## config.mk

```make
export PLATFORM = sky130hd
export DESIGN_NAME = dispatch_unit
export DESIGN_NICKNAME = d
export VERILOG_FILES = /design/src/rtl/dispatch_unit.sv
export SDC_FILE = /design/constraint.sdc
export NUM_CORES = 1
export LEC_CHECK = 0
export ABC_AREA = 1
export BUFFER_PORTS_ARGS = -buffer_cell sky130_fd_sc_hd__buf_2
export CAP_MARGIN = 5
export CORE_ASPECT_RATIO = 1.25
export CORE_UTILIZATION = 55
export DETAILED_ROUTE_END_ITERATION = 12
export GPL_TIMING_DRIVEN = 1
export PLACE_DENSITY = 0.76
export SKIP_CTS_REPAIR_TIMING = 1
export SYNTH_ARGS = -nofsm -noshare
export SYNTH_HDL_FRONTEND = slang
export SYNTH_SLANG_ARGS = --single-unit
```

## constraint.sdc

```tcl
create_clock -name clk -period 2.78 [get_ports clk]
set_input_delay 0.278 -clock clk [delete_from_list [all_inputs] [get_ports clk]]
set_output_delay 0.278 -clock clk [all_outputs]
set_load 0.02 [all_outputs]
```

## src/rtl/dispatch_unit.sv

```systemverilog
// -----------------------------------------------------------------------------
// dispatch_unit
//   Single-entry dispatch buffer between rename and the ALU / branch / LSU
//   reservation stations. Tracks a per-physical-register busy table so every
//   dispatched entry carries true operand-ready flags, including wakeups from
//   writebacks that happen in the same cycle.
//
// Ports
//   clk, rst_n                 clock, async active-low reset
//   in_valid/in_instr/in_fu_sel rename-side request (fu: 0 ALU, 1 BR, 2 LSU, 3 ALU)
//   in_ready                   buffer can accept this cycle
//   alu/br/lsu_full            station full flags
//   alu/br/lsu_dispatch_en     one-hot write strobe to the selected station
//   out_instr                  buffered instruction (shared by all stations)
//   out_prs1/2_ready           operand readiness for out_instr
//   wb_en_*/wb_prd_*           writeback wakeups (ALU, branch, LSU)
//   flush                      synchronous squash of buffer and busy table
//   stall_cycles               saturating count of blocked buffer cycles
// -----------------------------------------------------------------------------
package dispatch_pkg;
    localparam int PHYS_REG_BITS = 6;

    typedef struct packed {
        logic [15:0]              uop;
        logic                     reg_write;
        logic [PHYS_REG_BITS-1:0] prd;
        logic [PHYS_REG_BITS-1:0] prs1;
        logic [PHYS_REG_BITS-1:0] prs2;
    } renamed_instr_t;
endpackage

module dispatch_unit
    import dispatch_pkg::*;
#(
    parameter int NUM_PREGS = 2**PHYS_REG_BITS,
    parameter int CNT_W     = 32
) (
    input  logic                     clk,
    input  logic                     rst_n,
    input  logic                     in_valid,
    input  renamed_instr_t           in_instr,
    input  logic [1:0]               in_fu_sel,
    output logic                     in_ready,
    input  logic                     alu_full,
    input  logic                     br_full,
    input  logic                     lsu_full,
    output logic                     alu_dispatch_en,
    output logic                     br_dispatch_en,
    output logic                     lsu_dispatch_en,
    output renamed_instr_t           out_instr,
    output logic                     out_prs1_ready,
    output logic                     out_prs2_ready,
    input  logic                     wb_en_alu,
    input  logic                     wb_en_branch,
    input  logic                     wb_en_lsu,
    input  logic [PHYS_REG_BITS-1:0] wb_prd_alu,
    input  logic [PHYS_REG_BITS-1:0] wb_prd_branch,
    input  logic [PHYS_REG_BITS-1:0] wb_prd_lsu,
    input  logic                     flush,
    output logic [CNT_W-1:0]         stall_cycles
);

    localparam logic [1:0] FU_BR  = 2'd1;
    localparam logic [1:0] FU_LSU = 2'd2;

    logic                 buf_valid_q, buf_valid_d;
    renamed_instr_t       buf_instr_q, buf_instr_d;
    logic [1:0]           buf_fu_q, buf_fu_d;
    logic [NUM_PREGS-1:0] busy_q, busy_d;
    logic [CNT_W-1:0]     stall_q, stall_d;

    logic                 sel_full_s;
    logic                 fire_s;
    logic                 dispatch_ok_s;
    logic                 accept_s;
    logic [2:0]           wb_hit1_s;
    logic [2:0]           wb_hit2_s;

    // An operand is ready if it is p0, not busy, or woken by a writeback now.
    function automatic logic operand_ready(input logic [PHYS_REG_BITS-1:0] prs,
                                           input logic                     busy_bit,
                                           input logic [2:0]               wb_hit);
        return (prs == {PHYS_REG_BITS{1'b0}}) || !busy_bit || (|wb_hit);
    endfunction

    // Handshake, routing and readiness: all combinational from buffer state.
    always_comb begin
        case (buf_fu_q)
            FU_BR:   sel_full_s = br_full;
            FU_LSU:  sel_full_s = lsu_full;
            default: sel_full_s = alu_full;   // 0 and reserved 3 go to ALU
        endcase

        fire_s        = buf_valid_q && !sel_full_s;
        // fire still frees the buffer slot logically, but flush squashes the strobe.
        dispatch_ok_s = fire_s && !flush;
        in_ready      = (!buf_valid_q || fire_s) && !flush;
        accept_s      = in_valid && in_ready;

        alu_dispatch_en = 1'b0;
        br_dispatch_en  = 1'b0;
        lsu_dispatch_en = 1'b0;
        if (dispatch_ok_s) begin
            case (buf_fu_q)
                FU_BR:   br_dispatch_en  = 1'b1;
                FU_LSU:  lsu_dispatch_en = 1'b1;
                default: alu_dispatch_en = 1'b1;
            endcase
        end else begin
            alu_dispatch_en = 1'b0;
        end

        wb_hit1_s = {wb_en_lsu    && (wb_prd_lsu    == buf_instr_q.prs1),
                     wb_en_branch && (wb_prd_branch == buf_instr_q.prs1),
                     wb_en_alu    && (wb_prd_alu    == buf_instr_q.prs1)};
        wb_hit2_s = {wb_en_lsu    && (wb_prd_lsu    == buf_instr_q.prs2),
                     wb_en_branch && (wb_prd_branch == buf_instr_q.prs2),
                     wb_en_alu    && (wb_prd_alu    == buf_instr_q.prs2)};

        out_prs1_ready = operand_ready(buf_instr_q.prs1, busy_q[buf_instr_q.prs1], wb_hit1_s);
        out_prs2_ready = operand_ready(buf_instr_q.prs2, busy_q[buf_instr_q.prs2], wb_hit2_s);
        out_instr      = buf_instr_q;
        stall_cycles   = stall_q;
    end

    // Next-state for buffer, busy table and stall counter.
    always_comb begin
        buf_valid_d = buf_valid_q;
        buf_instr_d = buf_instr_q;
        buf_fu_d    = buf_fu_q;
        busy_d      = busy_q;
        stall_d     = stall_q;

        if (flush) begin
            buf_valid_d = 1'b0;
            busy_d      = {NUM_PREGS{1'b0}};
        end else begin
            if (accept_s) begin
                buf_valid_d = 1'b1;
                buf_instr_d = in_instr;
                buf_fu_d    = in_fu_sel;
            end else if (fire_s) begin
                buf_valid_d = 1'b0;
            end else begin
                buf_valid_d = buf_valid_q;
            end

            // Clears first so that a same-cycle set on the same register wins.
            if (wb_en_alu)    busy_d[wb_prd_alu]    = 1'b0;
            else              busy_d                = busy_d;
            if (wb_en_branch) busy_d[wb_prd_branch] = 1'b0;
            else              busy_d                = busy_d;
            if (wb_en_lsu)    busy_d[wb_prd_lsu]    = 1'b0;
            else              busy_d                = busy_d;
            if (fire_s && buf_instr_q.reg_write)
                busy_d[buf_instr_q.prd] = 1'b1;
            else
                busy_d = busy_d;

            if (buf_valid_q && !fire_s && (stall_q != {CNT_W{1'b1}}))
                stall_d = stall_q + {{(CNT_W-1){1'b0}}, 1'b1};
            else
                stall_d = stall_q;
        end
        busy_d[0] = 1'b0;   // p0 is hardwired ready
    end

    // State registers.
    always_ff @(posedge clk or negedge rst_n) begin
        if (!rst_n) begin
            buf_valid_q <= 1'b0;
            buf_instr_q <= '0;
            buf_fu_q    <= 2'd0;
            busy_q      <= {NUM_PREGS{1'b0}};
            stall_q     <= {CNT_W{1'b0}};
        end else begin
            buf_valid_q <= buf_valid_d;
            buf_instr_q <= buf_instr_d;
            buf_fu_q    <= buf_fu_d;
            busy_q      <= busy_d;
            stall_q     <= stall_d;
        end
    end

endmodule
```

**Word-level counts from Yosys, hierarchy flattened**

Cells that the tools add are included.

- Multiplexer cells: 30
- Bitwise gates (word level): 8
- Add/subtract/negate cells: 1
- Eq/ne operators: 9
- Reduce and logical (&&, ||, !) cells: 36
- Magnitude comparators: 10

Operators by type and width:

| operator | number |
|---|---|
| 64-bit 2-to-1 mux | 8 |
| 64-bit AND | 3 |
| 64-bit inverter | 3 |
| 64-bit OR | 1 |
| 6-bit by 7-bit < comparator with 1-bit output, second input constant | 6 |
| 6-bit equality test | 6 |
| 32-bit by 1-bit adder with 32-bit output, second input constant | 1 |
| 32-bit != test, second input constant | 1 |
| 1-bit demux with 6-bit select | 4 |
| 6-bit by 1-bit >= comparator with 1-bit output, second input constant | 4 |
| 1-bit logical AND | 17 |
| 1-bit 2-to-1 mux | 15 |
| 1-bit binary-select mux with 6-bit select | 2 |
| 6-bit logical NOT | 2 |
| 1-bit logical NOT | 6 |
| 3-bit OR reduction | 2 |
| 1-bit logical OR | 5 |
| 2-bit AND reduction | 2 |
| 3-bit nonzero test | 1 |
| 2-bit by 1-bit equality test with 1-bit output, second input constant | 1 |
| 2-bit equality test, second input constant | 1 |
| 1-bit case mux with 2 select lines | 1 |
| 2-bit OR reduction | 1 |
| 1-bit inverter | 1 |

- Bits of input ports: 65
- Register bits: 133
- Logic and storage cells: 103

**Longest topological paths before layout**

Gate-level depths: netlist of run 1.

- Depth after elaboration: 17
- Mapped depth: 14
- Depth with buffers taken out: 12

**Least setup slack after synthesis of run 1**

Ideal clock, no wire load.

- Path type: reg2reg
- From: register stall_q[1], in the netlist stall_cycles[1]
- To: register stall_q[4], in the netlist stall_cycles[4]
- Path slack: 0.938 ns
- Path buffers: 1
- Cell stages (with the launch flop): 12
- Clock period less this slack: 1.842 ns
- Arrival time: 1.721 ns
- Required time: 2.659 ns
- Cell sequence: dfrtp_1 ha_1 nand2_1 nor2_2 nand2_1 nor2_2 nand2_2 nand3_4 inv_6 buf_6 nand3b_2 nand2_1

- Word-level cells in the longest chain between the ends: 3
- Elaborated cells between the ends (all ways): 4
- Those cells by class: add/sub (1); eq/ne (1); reduce/logical (2)

Ends and longest elaborated chain:

| item | RTL line | RTL |
|---|---|---|
| start: declaration | 70 | `logic [CNT_W-1:0] stall_q, stall_d;` |
| start signal: assignment | 175 | `stall_q <= {CNT_W{1'b0}};` |
| start signal: assignment | 181 | `stall_q <= stall_d;` |
| branches (longest 3 deep; another with 32-bit by 1-bit adder with 32-bit output) | n/a |  |

Several ways; the timed one is not identified.
A chain may end at the register's enable or synchronous reset.

**Worst setup path in the final report of run 1**

- From: register buf_instr_q, in the netlist out_instr[6]
- To: output out_prs1_ready

- Word-level cells in the longest chain between the ends: 5
- Elaborated cells between the ends (all ways): 13
- Those cells by class: eq/ne (3); mux (2); reduce/logical (8)

Ends and longest elaborated chain:

| item | RTL line | RTL |
|---|---|---|
| start: declaration | 67 | `renamed_instr_t buf_instr_q, buf_instr_d;` |
| start signal: assignment | 178 | `buf_instr_q <= buf_instr_d;` |
| 1-bit binary-select mux with 6-bit select | 120 | `out_prs1_ready = operand_ready(buf_instr_q.prs1, busy_q[buf_instr_q.prs1], wb_hit1_s);` |
| 1-bit 2-to-1 mux (implied by the code) | 120 |  |
| 1-bit logical NOT | 83 | `return (prs == {PHYS_REG_BITS{1'b0}}) \|\| !busy_bit \|\| (\|wb_hit);` |
| 1-bit logical OR | 83 |  |
| 1-bit logical OR (*) | 83 |  |
| end: declaration | 51 | `output logic out_prs1_ready,` |

Mark *: on every way between the ends. The rest lies on a longest branch, timed or not. The select of a mux whose other input is x is not followed.

==> results of run 1 <==
-- cells in the mapped netlist, drive strengths merged, types with 14 or more instances --
master / number / area share
clkbuf: 17 / 0.0068
nand3: 118 / 0.066
nor2: 137 / 0.062
o221ai: 28 / 0.026
nand4: 15 / 0.010
inv: 136 / 0.055
buf: 39 / 0.024
o22ai: 14 / 0.0093
o21ai: 39 / 0.024
a21oi: 153 / 0.082
xor2: 21 / 0.020
nor3: 48 / 0.029
dfrtp: 133 / 0.35
o211ai: 21 / 0.017
nand2: 462 / 0.19
-- cell type report --
cell class | instances | area, sq um
Sequential cell | 133 | 3330
Tap cell | 220 | 275
Fill cell | 1576 | 5770
Clock buffer | 17 | 425
Inverter | 136 | 515
Multi-Input combinational cell | 1087 | 5250
Clock inverter | 15 | 184
Timing Repair Buffer | 176 | 1020
-- metrics by stage --
stage	utilization	instance area (sq um)	cells	setup slack, ps
after floorplan	-	9390	1412	938
after global placement	0.619	10400	1751	651
after detailed placement	0.619	10400	1751	637
after CTS	0.655	11000	1783	172
after global routing	0.656	11000	1784	4.70
final	0.656	11000	1784	111
-- power groups by stage --
stage / registers [mW] / clock network (mW) / logic (mW)
final: 2.41 / 2.33 / 2.51
after global routing: 2.43 / 2.42 / 2.68
after CTS: 2.40 / 2.33 / 2.45
after detailed placement: 2.43 / 0 / 2.44
after global placement: 2.43 / 0 / 2.42
after floorplan: 2.60 / 0 / 1.35
-- sequential cells by signal (all words and copies together), names as in the netlist --
name / count
buf_valid_q: 1
buf_fu_q: 2
out_instr: 35
busy_q: 63
stall_cycles: 32
-- cells by family after synthesis --
| logic type | Yosys count | synth area share |
|---|---|---|
| and+or+nand+nor | 789 | 0.361 |
| AOI/OAI and AO/OA | 268 | 0.170 |
| xor gates and xnor gates | 27 | 0.0252 |
| DFF | 133 | 0.355 |
| adders and majority gates | 3 | 0.00400 |
| buffers and inverters | 192 | 0.0858 |
-- how the worst max path moves through the flow --
stage / slack (ps) / depth (start not counted) / to / from
2_1_floorplan: 940 / 11 / stall_cycles[4] / stall_cycles[1]
3_3_place_gp: 650 / 11 / stall_cycles[9] / stall_cycles[1]
3_5_place_dp: 640 / 11 / stall_cycles[9] / stall_cycles[1]
4_1_cts: 170 / 12 / out_prs2_ready / out_instr[0]
5_1_grt: 5 / 12 / out_prs2_ready / out_instr[0]
6_report: 110 / 13 / out_prs1_ready / out_instr[6]
-- critical path: cells and delay by family (launching register included) --
kind	cells	cell delay, ps
and+or+nand+nor	10	870
DFF	1	530
buffers and inverters	3	540
-- routing by layer --
layer | track usage | up-vias | part of all wire
met5 | 0 | - | 0
met4 | 0.358 | 0 | 0.085
met3 | 0.128 | 218 | 0.12
met2 | 0.705 | 804 | 0.44
met1 | 0.525 | 4940 | 0.35
li1 | - | 4970 | -
-- cell usage in the layout (no fill, tap or decap), types with 15 or more instances in the layout --
master,Yosys,final
nor3_1,41,41
nand4_1,15,15
nand2_1,456,456
buf_2,31,136
nor2_1,124,124
a21oi_1,153,153
o21ai_0,29,29
clkbuf_16,0,17
buf_4,5,35
nand3_1,114,114
dfrtp_1,133,133
o211ai_1,21,21
xor2_1,21,21
inv_1,129,129
o221ai_1,28,28
==> results.md, run 1 <==
* Outcome: finished, final reports clean
* Logic pwr share at 0.346
* Global-route wire length before repair at 59.6 mm
* Layout Nets at 1619
* Die ar. at 17600 sq um
* R2R setup slack at 580 ps
* EDFF count, synth at 0
* DR DRC count at 0
* Skew-Pair Late Insertion Delay at 450 ps
* Post-Syn Nets at 1480
* I/O pin count at 138
* Grt total ovfl at 0
* Worst path arrival time at 2390 ps
* Fin crit share at 0.960
* Share of power burned in the clock network at 0.322
* Core box area at 16800 sq um
* Total power at 7.25 mW
* Setup violators final at 0
* CTS root buf: clkbuf_16
* Hold depth at 3
* Initial cell density of the core at 0.560
* Die height at 148 microns
* Switch share at 0.435
* Slew HR at 0.379
* Synthesis Warnings at 0
* Vias in the first global route at 10540
* Required time of the critical path at 2500 ps
* Share of post-route cells with drive strength above 1 at 0.163
* RePlAce Congestion at 1.05
* Final min period at 2670 ps
* FF-to-FF End: busy_q[7]
* Clock Skew at 14.8 ps
* Post-Synthesis Cell Area at 9390 sq um
* Hold Path Class: input port to register
* Ant diodes at 0
* Slowest stage delay, CP at 530 ps
* Critical-path cell list: inv_1 -> buf_4 -> nand2_1 -> nand3_1 -> nand2_1 -> nand2_1 -> nand2_1 -> nor2_1 -> nand2_1 -> nand3_1 -> nand2_1 -> nand2_1 -> buf_2
* TritonRoute pass-1 iters at 7
* Clk pin slew, worst setup/hold paths at 70 ps
* Detailed Place HPWL at 28.0 mm
* Input/output buffers at 137
* VDD IR max at 0.509 mV
* Slew Viols, Final at 0
* Setup_tns at 0 ps
* Setup crit end kind: output pin
* DRT iter0 DRCs at 1459
* Initial antenna violation count at 0
* Synth Flop Type: dfrtp_1
* Rows at 53
* Largest net degree at the start of global routing at 66
* Via count at 10932
* Hold endpoint: out_instr[23]
* Post-synth ARST share at 1.00
* Vias per cell at 6.13
* Lkg Pwr at 5.21 nW
* Hold Path Origin: in_instr[23]
* Flops & latches, synth at 133
* Cells after Synth at 1412
* Register area share after synthesis at 0.355
* Pwr per Cell Area at 659 nW/um^2
* # clock sinks at 133
* Worst reg2reg path depth at 11
* Unrepaired setup endpoints after global routing: false
* FMAX at 375 MHz
* Critical setup path kind: register to output pin
* Yosys cell types at 39
* Worst slew pin tran at 929 ps
* Final ANT Viol Nets at 0
* Critical path startpoint category: register
* Psw at 3.16 mW
* CTS buffer count at 17
* Cell at the slowest stage of the critical path: dfrtp_1
* Max Cap Viol at 0
* Seq pwr share at 0.332
* Final Hold Vio Count at 0
* CTS tree: done
* WHS at 61.0 ps
* Die X at 119 microns
* Syn_area_per_cell at 6.65 sq um
* Area delta synth->final at 17.2%
* Worst-case clock buffer depth at 2
* Critical R2R Launch: buf_fu_q[0]
* Cell mode on critical path: nand2_1
* Critical-path maximum fanout at 21
* WL/cell at 21.9 microns
* Total track usage at 0.453
* CTS H-tree lvls at 4
* Internal power at 4.10 mW
* Drt total wl at 39.1 mm
Power figures use the tool's default switching activity.
==> run 2, diff against run 1 <==
REMOVE_ABC_BUFFERS = 1   (was default)
==> run 2 against run 1 <==
  * Register-to-register slack got worse by 250 ps
  * Final area about the same
  * Wire length decreased by 0.77%
  * Global-route usage fell by 0.37 points
  * Clock skew is 3.5 ps lower
  * Hold slack improved by 8.4 ps
  * Combinational power about the same
  * Fmax about the same
  * Largest cell class unchanged
==> results.md, run 2 (synthesis gave the netlist of run 1 again) <==
* Final ANT Viol Nets at 0
* Hold Path Class: input port to register
* Hold Path Origin: in_instr[32]
* Post-route cell area at 11000 sq um
* Largest net degree at the start of global routing at 72
* Critical R2R Launch: buf_fu_q[0]
* Critical path startpoint category: register
* Layout Nets at 1624
* Total track usage at 0.449
* DR DRC count at 0
* Lkg Pwr at 5.22 nW
* Clk pin slew, worst setup/hold paths at 70 ps
* WL/cell at 21.7 microns
* Worst path arrival time at 2390 ps
* Unrepaired setup endpoints after global routing: false
* Ant diodes at 0
* Commonest non-fill, non-tap cells in the layout: nand2_1 (456), a21oi_1 (153), buf_2 (136)
* Slew HR at 0.352
* Die ar. at 17600 sq um
* Setup crit end kind: output pin
* Switch share at 0.421
* Max reg flops at 63
* RePlAce Congestion at 1.10
* Required time of the critical path at 2500 ps
* Pre-CTS WS at 424 ps
* Core box area at 16800 sq um
* Share of power burned in the clock network at 0.317
* Logic pwr share at 0.347
* Area delta synth->final at 17.2%
* CTS root buf: clkbuf_16
* Final min period at 2670 ps
* Placed Area at 10400 sq um
* Via count at 11051
* Skew-Pair Late Insertion Delay at 440 ps
* Non-Filler Instances at 1789
* CP startpoint: out_instr[6]
* Psw at 3.03 mW
* Fin crit share at 0.959
* Commonest non-fill, non-tap cell in the layout: nand2_1
* Worst-case clock buffer depth at 2
* Vias in the first global route at 10491
* Input/output buffers at 137
* Fin worst setup slack at 113 ps
* Slew Viols, Final at 0
* Initial cell density of the core at 0.560
* Die X at 119 microns
* Initial antenna violation count at 0
* Internal power at 4.16 mW
* Detailed Place HPWL at 28.7 mm
* Vias per cell at 6.18
* Drt total wl at 38.8 mm
* Max Cap Viol at 0
* GR peak layer: met2
* WHS at 69.5 ps
* Total power at 7.18 mW
* Final Hold Vio Count at 0
* # clock sinks at 133
* Rows at 53
* Met3 Resource Use GR at 0.0851
* Final core utilization at 0.656
* I/O pin count at 138
* Share of post-route cells with drive strength above 1 at 0.166
* TritonRoute pass-1 iters at 7
* VDD IR max at 0.484 mV
* FMAX at 375 MHz
* Critical setup path kind: register to output pin
* Worst slew pin tran at 964 ps
* M2 GR Usage at 0.723
* Outcome: finished, final reports clean
* Biggest register: busy_q
* CTS buffer count at 17
* Critical-path maximum fanout at 14
* CTS H-tree lvls at 4
* Grt total ovfl at 0
* Clock Skew at 11.3 ps
* Placed instance count at 1756
* Fillers at 1599
* Die height at 148 microns
* Setup violators final at 0
* Pwr per Cell Area at 653 nW/um^2
* Setup_tns at 0 ps
* Global-route wire length before repair at 59.0 mm
* Met1 Resource Use GR at 0.533
* Seq pwr share at 0.336
* DRT iter0 DRCs at 1429
* CTS tree: done
-- run 2: cell types whose count changed in the layout (fill, tap and decap cells not counted) --
cell | previous run | this run
bufinv_16 | 0 | 1
inv_8 | 3 | 4
buf_4 | 35 | 41
buf_12 | 3 | 2
inv_6 | 5 | 7
clkinv_2 | 0 | 2
clkinv_8 | 6 | 0
clkinv_4 | 2 | 1
clkinvlp_4 | 0 | 1
-- run 2: final timing paths --
path / end / slack, ps / depth (start not counted)
worst max-delay path: out_prs1_ready / 110 / 14
worst min-delay path: out_instr[32] / 70 / 3
worst max register to register: out_instr[7] / 330 / 13
worst min register to register: out_instr[30] / 470 / 2
max in group asynchronous: busy_q[39] / 1500 / 3
min in group asynchronous: out_instr[8] / 410 / 2
-- run 2: power by group through the flow --
stage | Clock [mW] | Sequential (mW) | Combinational, mW
2_1_floorplan | 0 | 2.69 | 1.13
3_3_place_gp | 0 | 2.43 | 2.40
3_5_place_dp | 0 | 2.44 | 2.42
4_1_cts | 2.28 | 2.41 | 2.44
5_1_grt | 2.35 | 2.44 | 2.67
6_report | 2.28 | 2.41 | 2.49
-- run 2: worst max-delay path, stage by stage, from the launching register on --
cell,delay [ps]
dfrtp_1,580
inv_1,110
buf_4,210
nand2_1,70
nand2_1,50
nand2_1,50
nand2_1,40
nand2_1,60
nand2_1,50
nor2_1,250
nand2_1,90
nand3_1,90
nand2_1,60
nand2_1,60
buf_2,160
-- run 2: routing by layer --
| metal | up-vias | wire (microns) |
|---|---|---|
| li1 | 4963 | - |
| met3 | 201 | 3900 |
| met2 | 844 | 17800 |
| met1 | 5043 | 14000 |
| met4 | 0 | 3110 |
| met5 | - | 0 |
-- run 2: cell type report --
type	count	area, sq um	share of cell area
Clock buffer	17	425	0.0387
Clock inverter	15	154	0.0140
Inverter	136	515	0.0469
Multi-Input combinational cell	1087	5250	0.478
Sequential cell	133	3330	0.303
Tap cell	220	275	0.0250
Timing Repair Buffer	181	1050	0.0954
